<file path="config.mk">
export PLATFORM = sky130hd
export DESIGN_NAME = conv_task_sequencer_flat
export DESIGN_NICKNAME = d
export VERILOG_FILES = /design/src/rtl/conv_task_sequencer_if.sv /design/src/rtl/conv_task_sequencer.sv /design/src/flat_wrapper.sv
export SDC_FILE = /design/constraint.sdc
export NUM_CORES = 1
export LEC_CHECK = 0
export CORE_MARGIN = 1.5
export CORE_UTILIZATION = 40
export CTS_CLUSTER_DIAMETER = 50
export CTS_CLUSTER_SIZE = 40
export DETAILED_ROUTE_END_ITERATION = 12
export PLACE_DENSITY = 0.69
export SYNTH_ARGS = -nofsm -noshare
export SYNTH_HDL_FRONTEND = slang
export SYNTH_SLANG_ARGS = --single-unit
</file>
<file path="constraint.sdc">
create_clock -name clk -period 17.15 [get_ports clk]
set_clock_uncertainty 0.2 [all_clocks]
set_input_delay 1.715 -clock clk [delete_from_list [all_inputs] [get_ports clk]]
set_output_delay 1.715 -clock clk [all_outputs]
set_load 0.005 [all_outputs]
</file>
<file path="src/rtl/conv_task_sequencer_if.sv">
// Handshake and control bundle between the upstream stream controller and the
// conv/accumulate/maxpool task sequencer.
interface conv_task_sequencer_if #(
    parameter int DIM_W = 8,
    parameter int CH_W  = 4
);
    logic             start;
    logic             abort;
    logic [DIM_W-1:0] cfg_col_num;
    logic [DIM_W-1:0] cfg_row_num;
    logic [CH_W-1:0]  cfg_ch_num;
    logic             valid_in;
    logic             in_ready;
    logic             rst_n_conv;
    logic             valid_in_conv;
    logic             valid_in_accu;
    logic             valid_in_maxpool;
    logic [CH_W-1:0]  ch_idx;
    logic             busy;
    logic             task_over;

    modport master (
        output start, abort, cfg_col_num, cfg_row_num, cfg_ch_num, valid_in,
        input  in_ready, rst_n_conv, valid_in_conv, valid_in_accu,
               valid_in_maxpool, ch_idx, busy, task_over
    );

    modport slave (
        input  start, abort, cfg_col_num, cfg_row_num, cfg_ch_num, valid_in,
        output in_ready, rst_n_conv, valid_in_conv, valid_in_accu,
               valid_in_maxpool, ch_idx, busy, task_over
    );
endinterface

</file>
<file path="src/rtl/conv_task_sequencer.sv">
// Per-layer control sequencer: primes the conv line buffers, runs the accumulate
// phase per input channel, flushes between channels and signals task completion.
module conv_task_sequencer #(
    parameter int DIM_W      = 8,
    parameter int CH_W       = 4,
    parameter int PRIME_ROWS = 2,
    parameter int FLUSH_CYC  = 1
) (
    input  logic                  clk,
    input  logic                  rst_n,
    conv_task_sequencer_if.slave  bus
);
    localparam int CNT_W = 2*DIM_W + 2;

    typedef enum logic [2:0] {
        S_IDLE  = 3'd0,
        S_PRIME = 3'd1,
        S_RUN   = 3'd2,
        S_FLUSH = 3'd3,
        S_DONE  = 3'd4
    } state_t;

    state_t           state_q, state_d;
    logic [DIM_W-1:0] col_q, col_d;
    logic [DIM_W-1:0] row_q, row_d;
    logic [CH_W-1:0]  n_q, n_d;
    logic [CH_W-1:0]  ch_q, ch_d;
    logic [CNT_W-1:0] cnt_q, cnt_d;
    logic             in_ready_q, in_ready_d;
    logic             rst_n_conv_q, rst_n_conv_d;
    logic             conv_q, conv_d;
    logic             accu_q, accu_d;
    logic             maxpool_q, maxpool_d;
    logic             busy_q, busy_d;
    logic             task_over_q, task_over_d;

    logic [CNT_W-1:0] prime_last_s;
    logic [CNT_W-1:0] chan_last_s;
    logic             beat_s;

    // One counter spans prime and run of a channel; it also times the flush gap.
    assign prime_last_s = CNT_W'(PRIME_ROWS) * CNT_W'(col_q) - CNT_W'(1);
    assign chan_last_s  = (CNT_W'(PRIME_ROWS) + CNT_W'(row_q)) * CNT_W'(col_q) - CNT_W'(1);
    assign beat_s       = bus.valid_in & in_ready_q;

    // Next-state, counters and registered-output decode of the next state.
    always_comb begin
        state_d = state_q;
        col_d   = col_q;
        row_d   = row_q;
        n_d     = n_q;
        ch_d    = ch_q;
        cnt_d   = cnt_q;
        if (bus.abort) begin
            state_d = S_IDLE;
            ch_d    = {CH_W{1'b0}};
            cnt_d   = {CNT_W{1'b0}};
        end else begin
            case (state_q)
                S_IDLE: begin
                    if (bus.start) begin
                        col_d = bus.cfg_col_num;
                        row_d = bus.cfg_row_num;
                        n_d   = bus.cfg_ch_num;
                        ch_d  = {CH_W{1'b0}};
                        cnt_d = {CNT_W{1'b0}};
                        if ((bus.cfg_col_num == {DIM_W{1'b0}}) || (bus.cfg_row_num == {DIM_W{1'b0}}) ||
                            (bus.cfg_ch_num == {CH_W{1'b0}})) begin
                            state_d = S_DONE;
                        end else begin
                            state_d = S_PRIME;
                        end
                    end else begin
                        state_d = S_IDLE;
                    end
                end
                S_PRIME: begin
                    if (beat_s) begin
                        cnt_d = cnt_q + CNT_W'(1);
                        if (cnt_q == prime_last_s) begin
                            state_d = S_RUN;
                        end else begin
                            state_d = S_PRIME;
                        end
                    end else begin
                        state_d = S_PRIME;
                    end
                end
                S_RUN: begin
                    if (beat_s && (cnt_q == chan_last_s)) begin
                        cnt_d = {CNT_W{1'b0}};
                        if (ch_q == n_q - CH_W'(1)) begin
                            state_d = S_DONE;
                            ch_d    = {CH_W{1'b0}};
                        end else begin
                            state_d = S_FLUSH;
                        end
                    end else if (beat_s) begin
                        cnt_d = cnt_q + CNT_W'(1);
                    end else begin
                        state_d = S_RUN;
                    end
                end
                S_FLUSH: begin
                    if (cnt_q == CNT_W'(FLUSH_CYC - 1)) begin
                        cnt_d   = {CNT_W{1'b0}};
                        ch_d    = ch_q + CH_W'(1);
                        state_d = S_PRIME;
                    end else begin
                        cnt_d = cnt_q + CNT_W'(1);
                    end
                end
                S_DONE: begin
                    state_d = S_IDLE;
                end
                default: begin
                    state_d = S_IDLE;
                    ch_d    = {CH_W{1'b0}};
                    cnt_d   = {CNT_W{1'b0}};
                end
            endcase
        end

        in_ready_d   = (state_d == S_PRIME) || (state_d == S_RUN);
        conv_d       = in_ready_d;
        rst_n_conv_d = (state_d != S_FLUSH);
        accu_d       = (state_d == S_RUN);
        maxpool_d    = (state_d == S_RUN) && (ch_d == n_d - CH_W'(1));
        busy_d       = (state_d != S_IDLE);
        task_over_d  = (state_d == S_DONE);
    end

    // State, latched configuration, counters and all outputs.
    always_ff @(posedge clk or negedge rst_n) begin
        if (!rst_n) begin
            state_q      <= S_IDLE;
            col_q        <= {DIM_W{1'b0}};
            row_q        <= {DIM_W{1'b0}};
            n_q          <= {CH_W{1'b0}};
            ch_q         <= {CH_W{1'b0}};
            cnt_q        <= {CNT_W{1'b0}};
            in_ready_q   <= 1'b0;
            rst_n_conv_q <= 1'b1;
            conv_q       <= 1'b0;
            accu_q       <= 1'b0;
            maxpool_q    <= 1'b0;
            busy_q       <= 1'b0;
            task_over_q  <= 1'b0;
        end else begin
            state_q      <= state_d;
            col_q        <= col_d;
            row_q        <= row_d;
            n_q          <= n_d;
            ch_q         <= ch_d;
            cnt_q        <= cnt_d;
            in_ready_q   <= in_ready_d;
            rst_n_conv_q <= rst_n_conv_d;
            conv_q       <= conv_d;
            accu_q       <= accu_d;
            maxpool_q    <= maxpool_d;
            busy_q       <= busy_d;
            task_over_q  <= task_over_d;
        end
    end

    assign bus.in_ready         = in_ready_q;
    assign bus.rst_n_conv       = rst_n_conv_q;
    assign bus.valid_in_conv    = conv_q;
    assign bus.valid_in_accu    = accu_q;
    assign bus.valid_in_maxpool = maxpool_q;
    assign bus.ch_idx           = ch_q;
    assign bus.busy             = busy_q;
    assign bus.task_over        = task_over_q;
endmodule

</file>
<file path="src/flat_wrapper.sv">
// flat-port wrapper written by rule: the top's interface ports become plain ports
module conv_task_sequencer_flat 
#(
    parameter int DIM_W      = 8,
    parameter int CH_W       = 4,
    parameter int PRIME_ROWS = 2,
    parameter int FLUSH_CYC  = 1
)
  (clk, rst_n, bus_start, bus_abort, bus_cfg_col_num, bus_cfg_row_num, bus_cfg_ch_num, bus_valid_in, bus_in_ready, bus_rst_n_conv, bus_valid_in_conv, bus_valid_in_accu, bus_valid_in_maxpool, bus_ch_idx, bus_busy, bus_task_over);
  conv_task_sequencer_if #(.DIM_W(DIM_W), .CH_W(CH_W)) bus_i ();
  input  logic clk;
  input  logic rst_n;
  input wire logic [$bits(bus_i.start)-1:0] bus_start;
  input wire logic [$bits(bus_i.abort)-1:0] bus_abort;
  input wire logic [$bits(bus_i.cfg_col_num)-1:0] bus_cfg_col_num;
  input wire logic [$bits(bus_i.cfg_row_num)-1:0] bus_cfg_row_num;
  input wire logic [$bits(bus_i.cfg_ch_num)-1:0] bus_cfg_ch_num;
  input wire logic [$bits(bus_i.valid_in)-1:0] bus_valid_in;
  output wire logic [$bits(bus_i.in_ready)-1:0] bus_in_ready;
  output wire logic [$bits(bus_i.rst_n_conv)-1:0] bus_rst_n_conv;
  output wire logic [$bits(bus_i.valid_in_conv)-1:0] bus_valid_in_conv;
  output wire logic [$bits(bus_i.valid_in_accu)-1:0] bus_valid_in_accu;
  output wire logic [$bits(bus_i.valid_in_maxpool)-1:0] bus_valid_in_maxpool;
  output wire logic [$bits(bus_i.ch_idx)-1:0] bus_ch_idx;
  output wire logic [$bits(bus_i.busy)-1:0] bus_busy;
  output wire logic [$bits(bus_i.task_over)-1:0] bus_task_over;
  assign bus_i.start = bus_start;
  assign bus_i.abort = bus_abort;
  assign bus_i.cfg_col_num = bus_cfg_col_num;
  assign bus_i.cfg_row_num = bus_cfg_row_num;
  assign bus_i.cfg_ch_num = bus_cfg_ch_num;
  assign bus_i.valid_in = bus_valid_in;
  assign bus_in_ready = bus_i.in_ready;
  assign bus_rst_n_conv = bus_i.rst_n_conv;
  assign bus_valid_in_conv = bus_i.valid_in_conv;
  assign bus_valid_in_accu = bus_i.valid_in_accu;
  assign bus_valid_in_maxpool = bus_i.valid_in_maxpool;
  assign bus_ch_idx = bus_i.ch_idx;
  assign bus_busy = bus_i.busy;
  assign bus_task_over = bus_i.task_over;
  conv_task_sequencer #(.DIM_W(DIM_W), .CH_W(CH_W), .PRIME_ROWS(PRIME_ROWS), .FLUSH_CYC(FLUSH_CYC)) u_core (.clk(clk), .rst_n(rst_n), .bus(bus_i));
endmodule
</file>
==> results of run 1 <==
-- cells by family (layout without fill, tap and decap cells) --
group           count (synthesis)  after routing  share of synthesized area, %
fa+ha+maj                      98             98                          24.8
simple gates                  255            255                          19.8
buf+inv                       118            117                          8.01
mux                            25             25                          4.32
flops                          51             51                          20.1
xor+xnor                       47             47                          6.46
compound gates                144            144                          16.6
-- worst min path at each step --
stage          slack, ns  depth (start not counted)            start               to
2_1_floorplan       0.31                          2    u_core.n_q[3]    u_core.n_q[3]
3_3_place_gp        0.34                          2    u_core.n_q[3]    u_core.n_q[3]
3_5_place_dp        0.35                          2    u_core.n_q[3]    u_core.n_q[3]
4_1_cts             0.37                          1  u_core.row_q[2]  u_core.row_q[2]
5_1_grt             0.38                          1  u_core.row_q[7]  u_core.row_q[7]
6_report            0.36                          2    u_core.n_q[3]    u_core.n_q[3]
-- cell type report --
class	count	share of cell area [%]
inverter	73	3.96
clock inverter	1	0.434
timing repair buffer	36	5.10
multi-input combinational	569	66.3
sequential	51	18.5
tap	211	3.82
clock buffer	7	1.92
-- Yosys cell counts, drive strengths merged, types with 4 or more instances --
cell type / n / share of area (%)
nand3: 26 / 2.0
a41oi: 4 / 0.55
a211oi: 7 / 0.98
nand4: 10 / 1.2
fa: 47 / 15
nor3: 19 / 1.6
nor4: 11 / 1.1
o21bai: 5 / 0.59
nand2: 99 / 5.8
a31oi: 15 / 1.6
inv: 73 / 4.3
mux2: 17 / 3.1
clkbuf: 22 / 1.3
buf: 23 / 2.4
o21a: 4 / 0.47
ha: 51 / 10
xor2: 23 / 3.2
or3: 6 / 0.59
a21oi: 45 / 4.2
mux2i: 8 / 1.3
o21ai: 31 / 2.6
a21o: 9 / 1.1
nor2: 36 / 2.1
and2: 11 / 1.1
and3: 13 / 1.3
dfrtp: 50 / 20
xnor2: 24 / 3.3
nand2b: 7 / 0.69
-- per-stage QoR --
step	area, µm²	hold slack [ns]	cells
2_1_floorplan	6370	0.312	738
3_3_place_gp	6750	0.345	940
3_5_place_dp	6750	0.351	940
4_1_cts	6910	0.368	948
5_1_grt	6910	0.378	948
6_report	6910	0.358	948
-- sequential cells by signal, summed over array words and instances, names as in the netlist --
signal / count
u_core.n_q: 4
u_core.bus.valid_in_accu: 1
u_core.bus.valid_in_maxpool: 1
u_core.bus.ch_idx: 4
u_core.bus.busy: 1
u_core.state_q: 3
u_core.bus.rst_n_conv: 1
u_core.cnt_q: 18
u_core.col_q: 8
u_core.bus.in_ready: 1
u_core.bus.task_over: 1
u_core.row_q: 8
-- routing by layer --
layer / up-vias / part of all wire, % / GRT usage [%]
met3: 16 / 3.8 / 1.65
met4: 0 / 1.7 / 5.22
met2: 127 / 48 / 31.5
li1: 2532 / - / -
met5: - / 0 / 0
met1: 2547 / 46 / 25.9
-- worst max-delay path, delay by kind of cell, from the launching register on --
family                   cells  cell delay, ns
AO/OA/AOI/OAI                7            2.20
XOR/XNOR                     1            0.58
adder cells (fa/ha/maj)      6            2.74
buffers and inverters        1            0.04
flip-flops                   1            0.51
AND/OR/NAND/NOR              5            0.81
==> results.tsv, run 1 <==
metric	value	unit
outcome	finished, final reports clean	
maxCapViolCount	0	
fin_util	45.0	%
synth_area	0.00637	mm²
synth_cell_type_count	72	
rows	45	
n_antenna_cell	0	
cts_hold_buf	0	
drive_gt1_share	7.60	%
grt_overflow	0	
critPathArrivalTime	7.18	ns
die_area	0.0167	mm²
layout.nets	859	
hold_viol	0	
postCtsSetupBuffers	0	
die_x	129	µm
finalMaxSlewViolations	0	
crit_start	u_core.row_q[1]	
cp.required	17.16	ns
ys_seq_elements	51	
wirelength	14.8	mm
insertion_delay	0.30	ns
via_per_inst	5.51	
cts_resized	0	
multiInputGateArea	0.00458	mm²
crit_chain	ha_1 -> nand3_1 -> nor2_1 -> xor2_1 -> nand2_1 -> fa_1 -> fa_1 -> fa_1 -> fa_1 -> inv_1 -> ha_1 -> nand4_1 -> a21oi_1 -> o21ai_0 -> and3_1 -> o2111ai_4 -> o21ai_4 -> a221oi_4 -> a41oi_1 -> a31oi_1	
synthFlopType	dfrtp_1	
cts_tree	done	
endpoint_kind	flip-flop	
critPathMostFrequentCell	fa_1	
grt_use_total	18.8	%
drc_errors	0	
cp_max_fo	21	
syn_avg_cell_area	8.63	µm²
num_io_pins	36	
yosysWarnings	0	
crit_end	u_core.cnt_q[15]	
antenna_found_initial	0	
cts_root_buf	clkbuf_16	
die_y	129	µm
yosysSeqAreaShare	20.1	%
grt_first_pass_wirelength	25.1	mm
seqCellArea	0.00128	mm²
dr.pass1.iters	5	
maxSlewHeadroom	29.0	%
fmax	140	MHz
synth_edf_count	0	
critical_path_class	flip-flop to flip-flop	
place_ws	10.07	ns
hold_path.class	flip-flop to flip-flop	
grt_pass1_vias	5087	
drt_iter0_drc	358	
finalCriticalPeriod	7.17	ns
final_common_cell	nand2_1	
slowest_delay	0.86	ns
ctsLongestPathBuffers	2	
cts_buffers	5	
synthArstFlopShare	100	%
startpoint_type	flip-flop	
wl_per_cell	15.6	µm
clk_pin_slew	0.07	ns
syn_to_final_growth	8.52	%
reg2reg_from	u_core.row_q[1]	
synth_cells	738	
initial_core_util	41.4	%
synth_nets	861	
regToRegSetupSlack	9.98	ns
fill_cells	1488	
dp_hpwl	11.6	mm
gp_congestion	0.958	
finalCritPeriodShare	41.8	%
clock_sinks	51	
tightest_slew	1.06	ns
core	0.0154	mm²
postRouteAntennaNets	0	
slowest_stage	a221oi_4	
r2r_end	u_core.cnt_q[15]	
io_buffers	35	
rsz0062_at_grt	false	
reg2reg_depth	20	
setup_slack	9.98	ns
setup_viol	0	
grt_max_degree	52	
cts_max_level	2	
mostFrequentLayoutCells	99 x nand2_1, 73 x inv_1, 51 x ha_1	
vias	5222	
fin_tns_setup	0	ns
Power of run 1 is not shown: default switching activity piles up to over one toggle a cycle in this logic, so the estimate is an artifact.
==> inputs of run 2 (changes only) <==
--- a/config.mk
+++ b/config.mk
@@ -10,7 +10,7 @@
 export CTS_CLUSTER_DIAMETER = 50
 export CTS_CLUSTER_SIZE = 40
 export DETAILED_ROUTE_END_ITERATION = 12
-export PLACE_DENSITY = 0.69
+export PLACE_DENSITY = 0.71
 export SYNTH_ARGS = -nofsm -noshare
 export SYNTH_HDL_FRONTEND = slang
 export SYNTH_SLANG_ARGS = --single-unit
==> constraint.sdc (replaced) <==
create_clock -name clk -period 6.3 [get_ports clk]
set_clock_uncertainty 0.2 [all_clocks]
set_input_delay 0.63 -clock clk [delete_from_list [all_inputs] [get_ports clk]]
set_output_delay 0.63 -clock clk [all_outputs]
set_load 0.005 [all_outputs]
==> results.tsv, run 2 (synthesis results as in run 1) <==
metric	value	unit
cts_buffers	5	
vias	5588	
ctsLongestPathBuffers	2	
crit_start	u_core.row_q[1]	
dp_hpwl	12.5	mm
top_regs	u_core.cnt_q x18, u_core.col_q x8, u_core.row_q x8	
crit_family	adder cells	
crit_chain	ha_4 -> nand3_4 -> buf_6 -> nor2_4 -> xor2_2 -> buf_4 -> buf_6 -> nand2_2 -> fa_1 -> fa_1 -> fa_1 -> fa_1 -> inv_2 -> ha_4 -> o2111ai_4 -> a2111oi_4 -> mux2i_1 -> mux2_4 -> nand4_4 -> buf_6 -> or4_1 -> and2_4 -> or3_4	
n_antenna_cell	0	
grt_first_pass_wirelength	26.5	mm
cp_num_buf_inv	5	
cts_tree	done	
final_common_cell	nand2_1	
finalMaxSlewViolations	0	
die_y	129	µm
regToRegSetupSlack	0.03	ns
die_x	129	µm
mostFrequentLayoutCells	95 x nand2_1, 71 x inv_1, 63 x buf_4	
place_ws	-0.399	ns
syn_to_final_growth	21.3	%
critPathMostFrequentCell	fa_1	
hold_viol	0	
largest-register	u_core.cnt_q	
die_area	0.0167	mm²
grt_use_total	19.7	%
critPathArrivalTime	6.29	ns
num_io_pins	36	
rsz0062_at_grt	true	
drt_iter0_drc	391	
antenna_found_initial	0	
dr.pass1.iters	7	
setup_viol	0	
endpoint_kind	flip-flop	
drive_gt1_share	19.9	%
maxSlewHeadroom	55.1	%
setup_slack	0.0276	ns
cp.required	6.32	ns
insertion_delay	0.30	ns
r2r_end	u_core.bus.rst_n_conv	
cts_hold_buf	0	
reg2reg_depth	23	
reg2reg_from	u_core.row_q[1]	
finalCriticalPeriod	6.27	ns
outcome	finished, final reports clean	
maxCapViolCount	0	
cts_root_buf	clkbuf_16	
path_depth	23	
hold_path.class	input port to asynchronous set/reset pin	
clock_sinks	51	
gp_congestion	0.931	
wl_per_cell	15.8	µm
critical_path_class	flip-flop to flip-flop	
slowest_stage	fa_1	
fmax	159	MHz
grt_pass1_vias	5502	
rows	45	
tightest_slew	0.674	ns
via_per_inst	5.48	
io_buffers	35	
largest_reg_flops	18	
crit_end	u_core.bus.rst_n_conv	
startpoint_type	flip-flop	
initial_core_util	41.4	%
wirelength	16.1	mm
fill_cells	1411	
whs	0.251	ns
drc_errors	0	
core	0.0154	mm²
seqCellArea	0.00128	mm²
slowest_delay	0.57	ns
cp_max_fo	6	
clk_pin_slew	0.07	ns
grt_max_degree	52	
finalCritPeriodShare	99.6	%
grt_overflow	0	
layout.nets	931	
multiInputGateArea	0.00483	mm²
cts_max_level	2	
postRouteAntennaNets	0	
## run 2: cell count changes in the layout (fill, tap and decap cells not counted), sizes merged
cell    before  now
bufinv       1    0
clkinv       0    1
buf          2   74
## run 2: how the worst min path moves through the flow
stage | slack (ns) | cells after the start | endpoint
3_5_place_dp | 0.35 | 2 | u_core.n_q[3]
5_1_grt | 0.33 | 2 | u_core.n_q[0]
3_3_place_gp | 0.34 | 2 | u_core.n_q[3]
4_1_cts | 0.27 | 2 | u_core.n_q[3]
2_1_floorplan | 0.13 | 0 | u_core.bus.busy
6_report | 0.25 | 2 | u_core.n_q[3]
## run 2: what timing repair did
| item | CTS | global route |
|---|---|---|
| setup endpoints to repair | 26 | 28 |
| pin swaps | 7 | 18 |
| gates resized for setup | 24 | 46 |
| endpoints found under the hold margin | 0 | 0 |
| buffers inserted | 5 | 11 |
## run 2: cell type report
type	instances	share of cell area, %
clock inverters	1	0.0648
repair buffers	108	12.2
multi-input cells	569	62.5
flip-flops and latches	51	16.5
well taps	211	3.42
clock buffers	7	1.72
inverters	73	3.55
## run 2: per-layer routing
layer,vias to the layer above,wire length [µm],part of all wire [%],global-route usage [%]
met4,0,250,1.5,5.42
met1,2745,7150,44,26.9
met5,-,0,0,0
met3,18,800,5.0,1.65
met2,159,7930,49,33.6
li1,2666,-,-,-
## run 2: stage by stage
step	instance area (µm²)	std cells	TNS (ns)	util [%]
3_5_place_dp	7170	996	-6.67	46.7
6_report	7730	1020	0	50.3
2_1_floorplan	6370	738	0	-
5_1_grt	7730	1020	-3.00	50.3
3_3_place_gp	7170	996	-3.68	46.7
4_1_cts	7520	1009	0	48.9
## run 2: worst register-to-register path, delay by kind of cell (launching register included)
kind	cells	cell delay, ns
compound gates	2	0.63
xor+xnor	1	0.17
fa+ha+maj	6	2.50
buf+inv	5	0.61
flops	1	0.43
mux	2	0.41
simple gates	7	1.27
Power of run 2 is left out for the same reason.
==> inputs of run 3 (changes only) <==
--- a/config.mk
+++ b/config.mk
@@ -5,12 +5,13 @@
 export SDC_FILE = /design/constraint.sdc
 export NUM_CORES = 1
 export LEC_CHECK = 0
-export CORE_MARGIN = 1.5
+export CORE_MARGIN = 1
 export CORE_UTILIZATION = 40
 export CTS_CLUSTER_DIAMETER = 50
 export CTS_CLUSTER_SIZE = 40
 export DETAILED_ROUTE_END_ITERATION = 12
 export PLACE_DENSITY = 0.71
+export SETUP_SLACK_MARGIN = 0.3
 export SYNTH_ARGS = -nofsm -noshare
 export SYNTH_HDL_FRONTEND = slang
 export SYNTH_SLANG_ARGS = --single-unit
==> results.tsv, run 3 (synthesis results as in run 1) <==
metric	value	unit
endpoint_kind	flip-flop	
die_area	0.0164	mm²
cts_hold_buf	0	
finalMaxSlewViolations	0	
finalCriticalPeriod	6.21	ns
maxCapViolCount	0	
num_io_pins	36	
io_buffers	35	
grt_first_pass_wirelength	28.1	mm
gp_congestion	0.906	
grt_max_degree	52	
layout.nets	956	
insertion_delay	0.30	ns
n_antenna_cell	0	
tightest_slew	0.665	ns
initial_core_util	41.4	%
reg2reg_depth	23	
crit_chain	buf_4 -> buf_4 -> nand3_1 -> xnor2_2 -> buf_6 -> nand2_1 -> fa_1 -> fa_1 -> fa_2 -> fa_1 -> inv_2 -> ha_4 -> buf_4 -> nand4_1 -> a21oi_4 -> o32ai_2 -> buf_4 -> nor3_4 -> o2111ai_4 -> buf_6 -> or4_1 -> and2_4 -> or3_1	
wirelength	17.5	mm
cp_max_fo	7	
critical_path_class	flip-flop to flip-flop	
drt_iter0_drc	276	
hold_path.class	input port to asynchronous set/reset pin	
outcome	finished, final reports clean	
postRouteAntennaNets	0	
wl_per_cell	16.8	µm
mostFrequentLayoutCells	92 x nand2_1, 77 x buf_4, 67 x inv_1	
grt_overflow	0	
core	0.0154	mm²
hold_viol	0	
startpoint_type	flip-flop	
antenna_found_initial	0	
critPathArrivalTime	6.23	ns
grt_use_total	21.4	%
maxSlewHeadroom	55.6	%
drc_errors	0	
cp.required	6.31	ns
cts_tree	done	
cts_buffers	5	
multiInputGateArea	0.00516	mm²
finalCritPeriodShare	98.6	%
critPathMostFrequentCell	buf_4	
dp_hpwl	12.4	mm
rsz0062_at_grt	true	
slowest_delay	0.54	ns
die_x	128	µm
drive_gt1_share	28.9	%
ctsLongestPathBuffers	2	
whs	0.258	ns
grt_pass1_vias	5837	
dp.cells	1004	
fin_tns_setup	0	ns
cts_root_buf	clkbuf_16	
dr.pass1.iters	4	
clock_sinks	51	
top_regs	u_core.cnt_q x18, u_core.col_q x8, u_core.row_q x8	
fin_cells	1044	
fmax	161	MHz
vias	5821	
clk_pin_slew	0.07	ns
die_y	128	µm
final_common_cell	nand2_1	
fill_cells	1325	
via_per_inst	5.58	
syn_to_final_growth	30.7	%
largest_reg_flops	18	
cts_max_level	2	
rows	45	
setup_viol	0	
slowest_stage	fa_1	
largest-register	u_core.cnt_q	
seqCellArea	0.00128	mm²
## run 3: critical path: cells and delay by family (launching register included)
kind / cells / cell delay, ns
compound gates: 3 / 0.59
xor+xnor: 1 / 0.13
fa+ha+maj: 5 / 2.36
buf+inv: 7 / 0.92
flops: 1 / 0.44
simple gates: 7 / 1.48
## run 3: final cells by class
| type | instances | share of cell area [%] |
|---|---|---|
| multi-input combinational | 569 | 62.0 |
| sequential | 51 | 15.4 |
| timing repair buffer | 133 | 14.4 |
| inverter | 73 | 3.29 |
| tap | 211 | 3.17 |
| clock buffer | 6 | 1.67 |
| clock inverter | 1 | 0.0601 |
## run 3: through the flow
| step | setup slack, ns | area, µm² | util (%) |
|---|---|---|---|
| 5_1_grt | -0.133 | 8330 | 54.2 |
| 3_5_place_dp | -0.269 | 7250 | 47.2 |
| 4_1_cts | 0.150 | 8110 | 52.8 |
| 3_3_place_gp | -0.150 | 7250 | 47.2 |
| 2_1_floorplan | 0.305 | 6390 | - |
| 6_report | 0.0868 | 8330 | 54.2 |
## run 3: final timing paths
path | to | from | slack, ns
min reg2reg | u_core.n_q[3] | u_core.n_q[3] | 0.35
max in group asynchronous | u_core.row_q[2] | rst_n | 5.17
min in group clk | u_core.n_q[3] | u_core.n_q[3] | 0.35
max | u_core.bus.rst_n_conv | u_core.row_q[1] | 0.09
max reg2reg | u_core.bus.rst_n_conv | u_core.row_q[1] | 0.09
min | u_core.n_q[3] | rst_n | 0.26
## run 3: timing repair
item / in CTS / in global routing
cloned: 2 / 0
setup buffers: 26 / 5
gates resized for setup: 90 / 54
setup endpoints to repair: 30 / 30
pin swaps: 88 / 34
## run 3: layer usage
layer	vias up	share of wire [%]	GRT usage, %
met2	172	50	37.9
met1	2898	43	26.9
met3	33	4.4	2.75
li1	2718	-	-
met4	0	2.2	7.13
met5	-	0	0
Power of run 3 is left out for the same reason.
==> RTL change 1, RTL diff (config.mk and constraints of run 2) <==
Reset style: synchronous (`rst_n`), changed in one clocked block.
--- a/src/rtl/conv_task_sequencer.sv
+++ b/src/rtl/conv_task_sequencer.sv
@@ -133,3 +133,3 @@
     // State, latched configuration, counters and all outputs.
-    always_ff @(posedge clk or negedge rst_n) begin
+    always_ff @(posedge clk) begin
         if (!rst_n) begin
Formal check against the unedited RTL: differs if rst_n is asserted again (counterexample within 4 cycles, from zero or initial values and one cycle with rst_n low); with rst_n held inactive, the same outputs for 10 cycles.
==> RTL change 1 against run 2 <==
- hold slack gained 0.044 ns
- wire length grew 4.4%
- first-iteration DRC count grew 13%
- worst setup slack gained 0.23 ns
- critical path depth shrank 1
- sequential cell count is the same
- count of clock-buffer cells in the layout shrank 2
- area after synthesis grew 1.2%
- final area shrank 4.2%
- critical endpoint is now u_core.cnt_q[8]$_SDFFE_PP0P_
- largest cell class unchanged
- highest routed layer unchanged
Power is left out: it rests on default switching activity, and per cell area and clock period it moved more than threefold.
==> RTL change 1: results (changes against run 2) <==
- R2R cell count: 22 (was 23)
- CP Max Fanout: 8 (was 6)
- Share of post-route cells with drive strength above 1: 9.79% (was 19.9%)
- Netlist cell types: 83 (was 72)
- Placed cell area: 7030 um^2 (was 7170 um^2)
- Wl on met1: 7590 um (was 7150 um)
- Xor and xnor fraction of the mapped netlist area: 6.33% (was 6.46%)
- Sequential standard cell area: 1020 um^2 (was 1280 um^2)
- Ys async rst share: 0% (was 100%)
- Routability Congestion: 0.955 (was 0.931)
- First-pass iteration count of the detailed router: 5 (was 7)
- Wire length of the first global-routing pass: 28300 um (was 26500 um)
- Multiplexer area fraction after synthesis: 1.79% (was 4.32%)
- Largest incremental delay on the critical path: 0.54 ns (was 0.57 ns)
- CP startpoint: u_core.row_q[2]$_SDFFE_PN0P_ (was u_core.row_q[1]$_DFFE_PN0P_)
- Global Route Usage Sum: 20.7% (was 19.7%)
- Wire length on met3: 972 um (was 800 um)
- Adder and majority gate portion of the synthesized area: 24.5% (was 24.8%)
- Result of the run: finished clean (unchanged)
- Post-route setup slack: 0.263 ns (was 0.0276 ns)
- Hold Path Class: register to register (was input port to async pin)
- Critical path data arrival time: 6.03 ns (was 6.29 ns)
- GR Layer Usage met2: 35.0% (was 33.6%)
- Number of nets in the synthesized netlist: 953 (was 861)
- Largest net degree at the start of global routing: 24 (was 52)
- Synth area leaders: sky130_fd_sc_hd__dfxtp_1 (16%), sky130_fd_sc_hd__fa_1 (15%), sky130_fd_sc_hd__ha_1 (9.9%) (was sky130_fd_sc_hd__dfrtp_1 (20%), sky130_fd_sc_hd__fa_1 (15%), sky130_fd_sc_hd__ha_1 (10%))
- Mean number of vias per cell: 5.55 (was 5.48)
- Number of standard cells in the layout, taps in and fillers out: 1074 (was 1020)
- Net total in the final layout: 980 (was 931)
- Worst hold slack: 0.295 ns (was 0.251 ns)
- Gate Count Post-Synth: 830 (was 738)
[RTL change 1: cell types whose count changed after synthesis, moves of 15 or more]
cell                       delta
sky130_fd_sc_hd__nor2_1      +15
sky130_fd_sc_hd__nand2_1     +50
sky130_fd_sc_hd__dfrtp_1     -50
sky130_fd_sc_hd__dfxtp_1     +51
sky130_fd_sc_hd__a21boi_0    +17
sky130_fd_sc_hd__mux2_2      -15
[RTL change 1: final cells by class]
cell class,count,area share (%)
multi-input cells,664,69.2
clock buffers,5,1.69
repair buffers,60,7.27
clock inverters,3,0.592
flip-flops and latches,51,13.8
inverters,75,3.80
well taps,216,3.65
[RTL change 1: timing repair]
item,4_1_cts,5_1_grt
endpoints found under the hold margin,0,0
endpoints found under the setup margin,0,31
resized for setup,0,31
hold buffers,0,0
setup buffers,0,7
==> RTL change 2, RTL diff (flow settings as in run 2) <==
Made on the original files. `CH_W` is set to 4 in 3 places; all go to 6.
--- a/src/rtl/conv_task_sequencer_if.sv
+++ b/src/rtl/conv_task_sequencer_if.sv
@@ -4,3 +4,3 @@
     parameter int DIM_W = 8,
-    parameter int CH_W  = 4
+    parameter int CH_W  = 6
 );
--- a/src/rtl/conv_task_sequencer.sv
+++ b/src/rtl/conv_task_sequencer.sv
@@ -4,3 +4,3 @@
     parameter int DIM_W      = 8,
-    parameter int CH_W       = 4,
+    parameter int CH_W       = 6,
     parameter int PRIME_ROWS = 2,
--- a/src/flat_wrapper.sv
+++ b/src/flat_wrapper.sv
@@ -4,3 +4,3 @@
     parameter int DIM_W      = 8,
-    parameter int CH_W       = 4,
+    parameter int CH_W       = 6,
     parameter int PRIME_ROWS = 2,
Ports: changed (resized bus_cfg_ch_num and bus_ch_idx); port bits go from 36 to 40. No check against the original RTL was run, so the function may have changed too.
==> RTL change 2 against run 2 <==
- the flow now finishes with violations (setup timing)
- area after synthesis up 5.5%
- wire length up 19%
- via count up 12%
- final area up 15%
- worst setup slack worse by 0.24 ns
- sequential cell count up 4
- largest cell class unchanged
Power is not shown: default switching activity piles up to over one toggle a cycle in this logic, so the estimate is an artifact.
==> RTL change 2: results (changes against run 2) <==
- Global Route Usage Sum: 22.4% (was 19.7%)
- Multiplexer area fraction after synthesis: 4.17% (was 4.32%)
- CP startpoint: u_core.row_q[2]$_DFFE_PN0P_ (was u_core.row_q[1]$_DFFE_PN0P_)
- Critical path data arrival time: 6.51 ns (was 6.29 ns)
- Ranking of synthesized cells by instance count: sky130_fd_sc_hd__nand2_1 (106), sky130_fd_sc_hd__inv_1 (74), sky130_fd_sc_hd__dfrtp_1 (54) (was sky130_fd_sc_hd__nand2_1 (99), sky130_fd_sc_hd__inv_1 (73), sky130_fd_sc_hd__ha_1 (51))
- Placed cell area: 8010 um^2 (was 7170 um^2)
- Worst r2r dst: u_core.bus.valid_in_maxpool$_DFF_PN0_ (was u_core.bus.rst_n_conv$_DFF_PN1_)
- Post-route setup slack: -0.216 ns (was 0.0276 ns)
- Adder and majority gate portion of the synthesized area: 23.5% (was 24.8%)
- Share of post-route cells with drive strength above 1: 25.5% (was 19.9%)
- Actual slew at the worst max-slew pin: 1.32 ns (was 0.674 ns)
- Result of the run: complete, but fails checks (was finished clean)
- Via count: 6272 (was 5588)
- Violations in the final reports: setup timing
- Synth area leaders: sky130_fd_sc_hd__dfrtp_1 (20%), sky130_fd_sc_hd__fa_1 (14%), sky130_fd_sc_hd__ha_1 (9.5%) (was sky130_fd_sc_hd__dfrtp_1 (20%), sky130_fd_sc_hd__fa_1 (15%), sky130_fd_sc_hd__ha_1 (10%))
- Sequential fraction of the synthesis area: 20.5% (was 20.1%)
- Number of nets in the synthesized netlist: 921 (was 861)
- Mean number of vias per cell: 5.54 (was 5.48)
- Netlist cell types: 75 (was 72)
- Routability Congestion: 0.964 (was 0.931)
- Setup slack at placement: -0.516 ns (was -0.399 ns)
- Cells after DPL: 1098 (was 996)
- Gate Count Post-Synth: 796 (was 738)
- Post-synthesis compound-gate area fraction: 16.4% (was 16.6%)
- Number of DRC markers after the initial detailed-route iteration: 393 (was 391)
- Clock tree root buffer cell: sky130_fd_sc_hd__clkbuf_16 (unchanged)
- Net total in the final layout: 1036 (was 931)
- Number of I/O port buffers: 39 (was 35)
- Final setup violating endpoints: 21 (was 0)
- Wire length of the first global-routing pass: 31700 um (was 26500 um)
- Via count of the first global-routing pass: 6364 (was 5502)
- Post-detailed-routing wire length: 19200 um (was 16100 um)
- Number of filler cells placed in the layout: 1473 (was 1411)
- DP HPWL: 14700 um (was 12500 um)
- Hold Path Class: input port to async pin (unchanged)
- Largest net degree at the start of global routing: 56 (was 52)
- Multi-input logic area: 5510 um^2 (was 4830 um^2)
- Xor and xnor fraction of the mapped netlist area: 7.41% (was 6.46%)
- Origin of the critical flop-to-flop path: u_core.row_q[2]$_DFFE_PN0P_ (was u_core.row_q[1]$_DFFE_PN0P_)
## RTL change 2: how the worst max path moves through the flow
stage	endpoint	slack, ns	depth (start not counted)
floorplan	u_core.cnt_q[1]$_DFFE_PN0P_	-0.003	23
global placement	u_core.bus.valid_in_maxpool$_DFF_PN0_	-0.42	20
detailed placement	u_core.bus.valid_in_maxpool$_DFF_PN0_	-0.52	21
finish	u_core.bus.valid_in_maxpool$_DFF_PN0_	-0.22	23
CTS	u_core.bus.valid_in_maxpool$_DFF_PN0_	-0.11	23
global route	u_core.bus.valid_in_maxpool$_DFF_PN0_	-0.51	24
## RTL change 2: layer usage
metal | vias up | global-route usage (%) | wire, um
li1 | 2989 | - | -
met1 | 3021 | 28.3 | 7990
met2 | 229 | 39.6 | 9530
met3 | 33 | 2.57 | 1190
met4 | 0 | 8.12 | 510
met5 | - | 0 | 0
## RTL change 2: timing repair
| item | CTS | global route |
|---|---|---|
| hold endpoints to repair | 0 | 0 |
| resized for setup | 62 | 42 |
| buffers inserted | 17 | 8 |
| cloned | 0 | 2 |
| endpoints found under the setup margin | 30 | 29 |
| pin swaps | 46 | 27 |
## RTL change 2: area by class of cell
cell class | instances | area share, %
clock buffers | 7 | 1.50
clock inverters | 1 | 0.0565
inverters | 74 | 3.14
multi-input cells | 629 | 62.3
flip-flops and latches | 55 | 15.6
well taps | 220 | 3.11
repair buffers | 146 | 14.3
## RTL change 2: per-stage QoR
| stage | hold slack [ns] | setup TNS (ns) |
|---|---|---|
| 2_1_floorplan | 0.134 | -0.00339 |
| 3_3_place_gp | 0.366 | -5.76 |
| 3_5_place_dp | 0.371 | -8.97 |
| 4_1_cts | 0.300 | -0.327 |
| 5_1_grt | 0.328 | -7.26 |
| 6_report | 0.267 | -1.55 |
